--- config.mk ---
export PLATFORM = sky130hd
export DESIGN_NAME = transform_seq_ctrl
export DESIGN_NICKNAME = d
export VERILOG_FILES = /design/src/rtl/transform_seq_ctrl.sv
export SDC_FILE = /design/constraint.sdc
export NUM_CORES = 1
export LEC_CHECK = 0
export BUFFER_PORTS_ARGS = -buffer_cell sky130_fd_sc_hd__buf_4
export CORE_UTILIZATION = 40
export DETAILED_ROUTE_END_ITERATION = 10
export GPL_TIMING_DRIVEN = 0
export PLACE_DENSITY_LB_ADDON = 0.1
export REMOVE_ABC_BUFFERS = 1
export SYNTH_ARGS = -nofsm -noshare
export SYNTH_HDL_FRONTEND = slang
export SYNTH_SLANG_ARGS = --single-unit
export TNS_END_PERCENT = 100
--- constraint.sdc ---
create_clock -name clk -period 5.5 [get_ports clk]
set_input_delay 0.825 -clock clk [delete_from_list [all_inputs] [get_ports clk]]
set_output_delay 0.825 -clock clk [all_outputs]
set_load 0.02 [all_outputs]
--- src/rtl/transform_seq_ctrl.sv ---
// transform_seq_ctrl
// Sequencer for the residual inverse-transform datapath (DHT / IQ / IDCT / DC regs).
// For each residual block it walks a phase route chosen by the block type, raises the
// datapath write and mode strobes, and reports completion through a valid/ready handshake.
//
// Handshake: valid is high while the block result sits in DONE. It is consumed on a cycle
// with ena & out_ready. On that same cycle a new start is accepted, so back-to-back blocks
// lose no cycle. A start in any other busy cycle is dropped and flagged on start_err.
//
// Ports
//   clk, rst_n          clock, asynchronous active-low reset
//   ena                 global advance enable; low freezes state and zeroes all strobes
//   start               block request (accepted in IDLE or on the DONE handshake cycle)
//   blk_type            0 LUMA_DC, 1 CHROMA_DC, 2 AC4x4, 3 AC8x8, 4+ SKIP
//   total_coeff         nonzero coefficient count of the block
//   comp, blk_idx       component (0 Y, 1 Cb, 2 Cr) and 4x4 block index
//   out_ready           downstream accepts completion
//   busy, valid         not IDLE / in DONE
//   dht_wr .. all0_wr   datapath write strobes
//   col_mode, out_sel   second-pass select, last-cycle-of-pass select
//   dc_rd_idx           DC register read index latched for the current block
//   state_o             FSM state, exposed for debug
//   start_err           start seen while busy and not acceptable
module transform_seq_ctrl #(
    parameter int DHT_CLKS   = 6,
    parameter int DHT2_CLKS  = 2,
    parameter int IQ_CLKS    = 3,
    parameter int IDCT_CLKS  = 6,
    parameter int IDCT8_CLKS = 10,
    parameter int CNT_W      = 5
) (
    input  logic       clk,
    input  logic       rst_n,
    input  logic       ena,
    input  logic       start,
    input  logic [2:0] blk_type,
    input  logic [6:0] total_coeff,
    input  logic [1:0] comp,
    input  logic [3:0] blk_idx,
    input  logic       out_ready,
    output logic       busy,
    output logic       valid,
    output logic       dht_wr,
    output logic       iq_wr,
    output logic       idct_wr,
    output logic       dc_regs_wr,
    output logic       all0_wr,
    output logic       col_mode,
    output logic       out_sel,
    output logic [3:0] dc_rd_idx,
    output logic [2:0] state_o,
    output logic       start_err
);

    localparam logic [2:0] S_IDLE = 3'd0;
    localparam logic [2:0] S_DHT  = 3'd1;
    localparam logic [2:0] S_IQ   = 3'd2;
    localparam logic [2:0] S_IDCT = 3'd3;
    localparam logic [2:0] S_ZERO = 3'd4;
    localparam logic [2:0] S_DONE = 3'd5;

    localparam logic [2:0] T_LUMA_DC   = 3'd0;
    localparam logic [2:0] T_CHROMA_DC = 3'd1;
    localparam logic [2:0] T_AC4       = 3'd2;
    localparam logic [2:0] T_AC8       = 3'd3;
    localparam logic [2:0] T_SKIP      = 3'd4;

    localparam logic [CNT_W-1:0] DHT_LAST   = CNT_W'(DHT_CLKS - 1);
    localparam logic [CNT_W-1:0] DHT_HALF   = CNT_W'(DHT_CLKS / 2);
    localparam logic [CNT_W-1:0] DHT_HM1    = CNT_W'(DHT_CLKS / 2 - 1);
    localparam logic [CNT_W-1:0] DHT2_LAST  = CNT_W'(DHT2_CLKS - 1);
    localparam logic [CNT_W-1:0] IQ_LAST    = CNT_W'(IQ_CLKS - 1);
    localparam logic [CNT_W-1:0] IDCT4_LAST = CNT_W'(IDCT_CLKS - 1);
    localparam logic [CNT_W-1:0] IDCT4_HALF = CNT_W'(IDCT_CLKS / 2);
    localparam logic [CNT_W-1:0] IDCT4_HM1  = CNT_W'(IDCT_CLKS / 2 - 1);
    localparam logic [CNT_W-1:0] IDCT8_LAST = CNT_W'(IDCT8_CLKS - 1);
    localparam logic [CNT_W-1:0] IDCT8_HALF = CNT_W'(IDCT8_CLKS / 2);
    localparam logic [CNT_W-1:0] IDCT8_HM1  = CNT_W'(IDCT8_CLKS / 2 - 1);

    logic [2:0]       state_q, state_d;
    logic [CNT_W-1:0] cnt_q, cnt_d;
    logic [2:0]       type_q, type_d;
    logic [3:0]       dc_idx_q, dc_idx_d;

    // The route is fully determined at accept time, so only the (normalised) block type
    // needs to be kept; the coefficient count only chooses between IQ and ZERO up front.
    logic       accept;
    logic [2:0] in_type;
    logic [2:0] route_first;
    logic [3:0] in_dc_idx;

    logic             is_luma, is_chroma, is_dc, is_ac8;
    logic [CNT_W-1:0] dht_last, idct_last, idct_half, idct_hm1;
    logic             in_dht, in_iq, in_idct;

    assign accept  = ena & start & ((state_q == S_IDLE) | ((state_q == S_DONE) & out_ready));
    assign in_type = (blk_type > T_SKIP) ? T_SKIP : blk_type;

    always_comb begin
        route_first = S_ZERO;
        case (in_type)
            T_LUMA_DC, T_CHROMA_DC: route_first = S_DHT;
            T_AC4, T_AC8:           route_first = (total_coeff != 7'd0) ? S_IQ : S_ZERO;
            default:                route_first = S_ZERO;
        endcase
    end

    // Only 4x4 AC blocks read a DC register; chroma maps onto the 2x2 DC arrays.
    always_comb begin
        in_dc_idx = 4'd0;
        if (in_type == T_AC4) begin
            case (comp)
                2'd0:    in_dc_idx = blk_idx;
                2'd1:    in_dc_idx = {2'b00, blk_idx[1:0]};
                2'd2:    in_dc_idx = {2'b01, blk_idx[1:0]};
                default: in_dc_idx = 4'd0;
            endcase
        end
    end

    assign is_luma   = (type_q == T_LUMA_DC);
    assign is_chroma = (type_q == T_CHROMA_DC);
    assign is_dc     = is_luma | is_chroma;
    assign is_ac8    = (type_q == T_AC8);
    assign dht_last  = is_luma ? DHT_LAST : DHT2_LAST;
    assign idct_last = is_ac8 ? IDCT8_LAST : IDCT4_LAST;
    assign idct_half = is_ac8 ? IDCT8_HALF : IDCT4_HALF;
    assign idct_hm1  = is_ac8 ? IDCT8_HM1 : IDCT4_HM1;

    always_comb begin
        state_d  = state_q;
        cnt_d    = cnt_q;
        type_d   = type_q;
        dc_idx_d = dc_idx_q;
        if (ena) begin
            case (state_q)
                S_IDLE: ;
                S_DHT: begin
                    if (cnt_q == dht_last) begin
                        state_d = S_IQ;
                        cnt_d   = '0;
                    end else begin
                        cnt_d = cnt_q + CNT_W'(1);
                    end
                end
                S_IQ: begin
                    if (cnt_q == IQ_LAST) begin
                        state_d = is_dc ? S_DONE : S_IDCT;
                        cnt_d   = '0;
                    end else begin
                        cnt_d = cnt_q + CNT_W'(1);
                    end
                end
                S_IDCT: begin
                    if (cnt_q == idct_last) begin
                        state_d = S_DONE;
                        cnt_d   = '0;
                    end else begin
                        cnt_d = cnt_q + CNT_W'(1);
                    end
                end
                S_ZERO: begin
                    state_d = S_DONE;
                    cnt_d   = '0;
                end
                S_DONE: begin
                    if (out_ready) state_d = S_IDLE;
                end
                default: begin
                    state_d = S_IDLE;
                    cnt_d   = '0;
                end
            endcase
            // Accept overrides the DONE->IDLE exit so the next route starts immediately.
            if (accept) begin
                state_d  = route_first;
                cnt_d    = '0;
                type_d   = in_type;
                dc_idx_d = in_dc_idx;
            end
        end
    end

    always_ff @(posedge clk or negedge rst_n) begin
        if (!rst_n) begin
            state_q  <= S_IDLE;
            cnt_q    <= '0;
            type_q   <= 3'd0;
            dc_idx_q <= 4'd0;
        end else begin
            state_q  <= state_d;
            cnt_q    <= cnt_d;
            type_q   <= type_d;
            dc_idx_q <= dc_idx_d;
        end
    end

    assign in_dht  = ena & (state_q == S_DHT);
    assign in_iq   = ena & (state_q == S_IQ);
    assign in_idct = ena & (state_q == S_IDCT);

    assign busy       = (state_q != S_IDLE);
    assign valid      = (state_q == S_DONE);
    assign state_o    = state_q;
    assign dc_rd_idx  = dc_idx_q;
    assign dht_wr     = in_dht & ((cnt_q == '0) | (is_luma & (cnt_q == DHT_HALF)));
    assign iq_wr      = in_iq & (cnt_q == '0);
    assign dc_regs_wr = in_iq & is_dc & (cnt_q == IQ_LAST);
    assign idct_wr    = in_idct & ((cnt_q == '0) | (cnt_q == idct_half));
    assign all0_wr    = ena & (state_q == S_ZERO);
    // Chroma DHT is a single pass: no column mode, one result select at its end.
    assign col_mode   = (in_dht & is_luma & (cnt_q >= DHT_HALF)) |
                        (in_idct & (cnt_q >= idct_half));
    assign out_sel    = (in_dht & is_luma & ((cnt_q == DHT_HM1) | (cnt_q == DHT_LAST))) |
                        (in_dht & is_chroma & (cnt_q == DHT2_LAST)) |
                        (in_idct & ((cnt_q == idct_hm1) | (cnt_q == idct_last)));
    assign start_err  = ena & start & (state_q != S_IDLE) & ~((state_q == S_DONE) & out_ready);

endmodule
==> impl_metrics.py, run 1 <==
metrics = {
    "synth": {
        "synth_top_cell_area_share_pct": 29.0,
        "async_flop_share_pct": 100,
        "synth_area_mm2": 0.00130,
        "synth-seq-cells": 15,
        "synth_cell_types": 53,
        "yosysSeqAreaShare_pct": 29.0,
        "syn_area_per_cell_um2": 8.36,
        "synthCells": 155,
        "yosys_warnings": 0,
        "synth_flop_cell": "dfrtp_1",
        "synthTopCellsByArea": "dfrtp_1, ha_1, o21ai_0",
        "synth_edf_count": 0,
        "yosys.area.top_type": "dfrtp_1",
    },
    "timing": {
        "rsz0062_at_grt": "false",
        "tns_ns": 0,
        "hold_violations": 0,
        "clock_skew_ns": 0.00136,
        "max_clock_freq_mhz": 327,
        "relSlewSlack_pct": 19.1,
        "worst_pin_slew_ns": 1.21,
        "setup-violations-final": 0,
        "maxSlewViolCount": 0,
        "hold_ws_ns": 0.377,
        "fin_crit_sh_pct": 55.7,
        "layout_min_cycle_time_ns": 3.06,
    },
    "drt": {
        "wl_met3_um": 114,
        "top_layer": "met4",
        "ant_nets": 0,
        "wl_per_cell_um": 13.6,
        "wirelength_met1_um": 1500,
        "routed_via_density": 5.49,
        "drt-initial-drc-count": 44,
        "wl_met2_um": 1450,
        "drc": 0,
        "routed_wl_um": 3120,
        "vias": 1262,
        "dr.pass1.iters": 4,
    },
    "worst_setup_path": {
        "arrival_ns": 2.24,
        "end_kind": "primary output",
        "r2r-start": "type_q[2]",
        "startpoint_type": "flop",
        "r2r_end": "state_o[0]",
        "worstPathMaxFanout": 6,
        "reg2reg_slack_ns": 3.03,
        "worst-setup-path-type": "flop to primary output",
        "reg2regPathDepth": 6,
        "crit_required_ns": 4.68,
    },
    "die": {
        "start_util_pct": 42.5,
        "io_pins": 38,
        "dieHeight_um": 58.9,
        "rows": 20,
        "dieArea_mm2": 0.00347,
        "die_width_um": 58.9,
        "coreArea_mm2": 0.00305,
    },
    "clocking": {
        "clk_pin_slew_ns": 0.09,
        "cts_buffers": 3,
        "cts_root_buf": "clkbuf_4",
        "cts_resized": 0,
        "clk_latency_ns": 0.28,
        "clockBufferDepth": 2,
        "cts-hold-fix-buffers": 0,
        "cts_htree_levels": 1,
        "cts_tree": "done",
        "cts_setup_buffers": 0,
        "cts_sinks": 15,
    },
    "outcome": {
        "status": "completed",
    },
    "final_layout": {
        "mostFrequentLayoutCells": "buf_4, nand2_1, o21ai_0, dfrtp_1, nor3_1",
        "final_net_count": 215,
        "area.growth.synth_to_final_pct": 21.5,
        "final_layout_size_suffix_gt1_share_pct": 27.4,
        "antennaDiodeCount": 0,
        "final_common_cell": "buf_4",
    },
    "global_routing": {
        "grt_pass1_wl_um": 5410,
        "grt_max_degree": 19,
        "grtUsageTotal_pct": 20.1,
        "grt_pass1_vias": 1218,
        "grt_overflow": 0,
        "antenna_found_initial": 0,
    },
    "pwr": {
        "p_leak_nw": 0.703,
        "p_per_area_mw_per_mm2": 447,
        "peakVddDrop_uv": 183,
    },
    "placed_design": {
        "dpl.hpwl_um": 2370,
        "place.gp.congestion": 0.770,
        "io_buffer_count": 37,
    },
    "worst_hold_path": {
        "hp-class": "input pin to async pin",
    },
    "flow_run": {
        "maxCapViolations": 0,
    },
}
how the worst max path moves through the flow:
| stage | startpoint | to | cells after the start |
|---|---|---|---|
| detailed placement | out_ready | state_o[1] | 5 |
| global route | type_q[2] | col_mode | 7 |
| global placement | type_q[2] | col_mode | 7 |
| finish | type_q[2] | col_mode | 7 |
| CTS | type_q[2] | col_mode | 7 |
| floorplan | type_q[2] | out_sel | 5 |
state kept, by name, indices dropped and copies added, names as in the netlist:
register and flops:
cnt_q 5, dc_rd_idx 4, state_o 3, type_q 3
per-stage QoR:
stage               worst slack [ns]  total power, mW  cell area (um^2)  instances  utilization [%]
global route                    2.28            0.766              1580        230             51.6
CTS                             2.43            0.705              1580        230             51.6
finish                          2.44            0.705              1580        230             51.6
floorplan                       2.87            0.497              1220        145                -
global placement                2.75            0.635              1550        226             50.7
detailed placement              2.76            0.640              1550        226             50.7
power by group:
part | internal (mW) | switching [mW] | total, mW
clock network | 0.0281 | 0.0357 | 0.0638
registers | 0.145 | 0.0896 | 0.235
logic | 0.181 | 0.225 | 0.406
total | 0.354 | 0.350 | 0.705
cell usage after synthesis, types with 3 or more instances:
cell and instances:
nand2_1 22, nor2_1 8, clkbuf_1 3, ha_1 7, or4_1 3, a21oi_1 6, o31ai_1 3, dfrtp_1 15
nor3_1 9, nand3_1 4, o21ai_0 17, inv_1 5, buf_6 4, nand3b_1 3
cell families after synthesis:
kind of cell / Yosys count / synth area share, %
AO/OA/AOI/OAI: 45 / 23.2
XOR/XNOR: 2 / 1.35
adder cells (fa/ha/maj): 7 / 6.76
buffers and inverters: 15 / 7.63
flip-flops: 15 / 29.0
multiplexers: 3 / 2.80
AND/OR/NAND/NOR: 68 / 29.3
routing by layer:
layer  up-vias  track usage (%)
li1        634                -
met1       583             28.1
met2        39             30.7
met3         6             1.98
met4         0             10.5
met5         -                0
area by class of cell:
cell class	instances	area [um^2]
fill	303	1480
multi-input combinational	125	822
sequential	15	375
timing repair buffer	37	278
tap	44	55.1
clock buffer	4	26.3
inverter	5	18.8
critical path, cell delays in order (launching register included):
cell,delay (ns)
dfrtp_1,0.44
nand3b_1,0.28
inv_1,0.10
ha_1,0.25
a21o_1,0.18
a2111oi_0,0.39
a211oi_1,0.13
buf_4,0.19
No activity file was read; power rests on OpenSTA's default activity.
==> run 2, diff against run 1 <==
==> constraint.sdc (replaced) <==
create_clock -name clk -period 2.71 [get_ports clk]
set_input_delay 0.4065 -clock clk [delete_from_list [all_inputs] [get_ports clk]]
set_output_delay 0.4065 -clock clk [all_outputs]
set_load 0.02 [all_outputs]
==> impl_metrics.py, run 2 (synthesis results as in run 1) <==
metrics = {
    "global_routing": {
        "grt_overflow": 0,
        "grtUsageTotal_pct": 20.1,
        "grt_max_degree": 19,
        "grt_pass1_wl_um": 5410,
        "antenna_found_initial": 0,
        "grt_pass1_vias": 1219,
    },
    "timing": {
        "hold_violations": 0,
        "setup-violations-final": 0,
        "worst_pin_slew_ns": 1.20,
        "max_clock_freq_mhz": 385,
        "clock_skew_ns": 0.00100,
        "maxSlewViolCount": 0,
        "layout_min_cycle_time_ns": 2.60,
        "setup_slack_ns": 0.115,
        "fin_crit_sh_pct": 95.8,
        "hold_ws_ns": 0.364,
        "relSlewSlack_pct": 20.1,
    },
    "drt": {
        "drc": 0,
        "ant_nets": 0,
        "routed_wl_um": 3190,
        "wl_per_cell_um": 13.6,
        "routed_via_density": 5.48,
        "vias": 1287,
        "drt-initial-drc-count": 41,
        "dr.pass1.iters": 4,
    },
    "die": {
        "die_width_um": 58.9,
        "dieHeight_um": 58.9,
        "rows": 20,
        "dieArea_mm2": 0.00347,
        "start_util_pct": 42.5,
        "io_pins": 38,
        "coreArea_mm2": 0.00305,
    },
    "clocking": {
        "clockBufferDepth": 2,
        "cts_htree_levels": 1,
        "clk_pin_slew_ns": 0.09,
        "clk_latency_ns": 0.28,
        "cts_tree": "done",
        "cts_sinks": 15,
        "cts_root_buf": "clkbuf_4",
        "cts_buffers": 3,
    },
    "final_layout": {
        "final_net_count": 220,
        "top_register": "cnt_q",
        "final-seq-area_um2": 377,
        "antennaDiodeCount": 0,
        "instances_no_fill": 235,
        "mostFrequentLayoutCells": "buf_4, nand2_1, o21ai_0, dfrtp_1, nor3_1",
        "multi_input_area_um2": 823,
        "final_common_cell": "buf_4",
        "fillers": 299,
        "largest_reg_flops": 5,
        "final_util_pct": 53.0,
        "area.growth.synth_to_final_pct": 24.8,
        "final_layout_size_suffix_gt1_share_pct": 29.3,
    },
    "placed_design": {
        "place.gp.congestion": 0.770,
        "pre_cts_ws_ns": 0.299,
        "io_buffer_count": 37,
        "dp.cells": 226,
        "dpl.hpwl_um": 2370,
    },
    "worst_hold_path": {
        "hp-class": "input pin to flop",
        "min_from": "blk_idx[1]",
        "worstHoldEndpoint": "dc_rd_idx[1]",
        "whs_path_depth": 3,
    },
    "worst_setup_path": {
        "slowest_delay_ns": 0.42,
        "crit_required_ns": 2.30,
        "reg2regPathDepth": 6,
        "arrival_ns": 2.19,
        "r2r_end": "state_o[0]",
        "r2r-start": "type_q[2]",
        "worstPathMaxFanout": 5,
        "worst-setup-path-type": "flop to primary output",
        "startpoint_type": "flop",
        "end_kind": "primary output",
        "slowest_stage": "dfrtp_1",
        "reg2reg_slack_ns": 0.24,
        "worstPathCellList": "nand3b_1, inv_1, ha_1, a21o_1, a2111oi_1, a211oi_1, buf_4",
    },
    "pwr": {
        "p_leak_nw": 0.724,
        "cellInternalPower_uw": 746,
        "finalPower_mw": 1.46,
        "p_comb_share_pct": 58.6,
        "power_frac_clock_pct": 8.9,
        "switching_share_pct": 49.0,
        "power_frac_seq_pct": 32.5,
        "switchingPower_uw": 717,
        "peakVddDrop_uv": 395,
        "p_per_area_mw_per_mm2": 905,
    },
    "flow_run": {
        "maxCapViolations": 0,
    },
    "outcome": {
        "status": "completed",
    },
}
==> run 2: cell types whose count changed in the layout (fill, tap and decap cells not counted), sizes merged <==
cell	change
buf	+4
dlygate4sd3	+1
==> run 2: final cells by class <==
type / instances / share of cell area (%)
Sequential cell: 15 / 23.3
Inverter: 5 / 1.16
Timing Repair Buffer: 42 / 19.6
Tap cell: 44 / 3.40
Clock buffer: 4 / 1.62
Multi-Input combinational cell: 125 / 50.9
==> run 2: through the flow <==
stage          TNS (ns)  area, um^2
2_1_floorplan         0        1220
3_3_place_gp          0        1550
3_5_place_dp          0        1550
4_1_cts               0        1590
5_1_grt         -0.0114        1620
6_report              0        1620
==> run 2: worst max path at each step <==
stage,start,end,slack [ns]
3_3_place_gp,type_q[2],state_o[0],0.29
2_1_floorplan,type_q[2],out_sel,0.50
4_1_cts,type_q[2],col_mode,0.06
3_5_place_dp,type_q[2],state_o[0],0.30
5_1_grt,type_q[2],col_mode,-0.01
6_report,type_q[2],col_mode,0.11
==> run 2: power by group through the flow <==
stage               Combinational, mW  Sequential (mW)  Clock [mW]
floorplan                       0.541            0.469           0
global placement                0.814            0.474           0
detailed placement              0.820            0.479           0
CTS                             0.825            0.472       0.134
global route                    0.951            0.495       0.144
finish                          0.858            0.476       0.130
==> run 2: metal layers <==
metal  global-route usage, %  vias up  part of all wire [%]
met5                       0        -                     0
met4                    10.5        0                   1.8
met3                    1.98        6                   4.6
met2                    30.7       38                    47
met1                    28.1      600                    47
li1                        -      643                     -
==> run 2: timing repair <==
item                                    4_1_cts  5_1_grt
buffers inserted                              0        4
endpoints found under the hold margin        15        0
hold buffers                                  1        0
gates resized for setup                       0        2
endpoints found under the setup margin        0        1
==> run 2: worst max-delay path: cells and delay by family, from the launching register on <==
family / cells / cell delay (ns)
simple gates: 1 / 0.27
buf+inv: 2 / 0.29
compound gates: 3 / 0.68
fa+ha+maj: 1 / 0.25
flops: 1 / 0.42
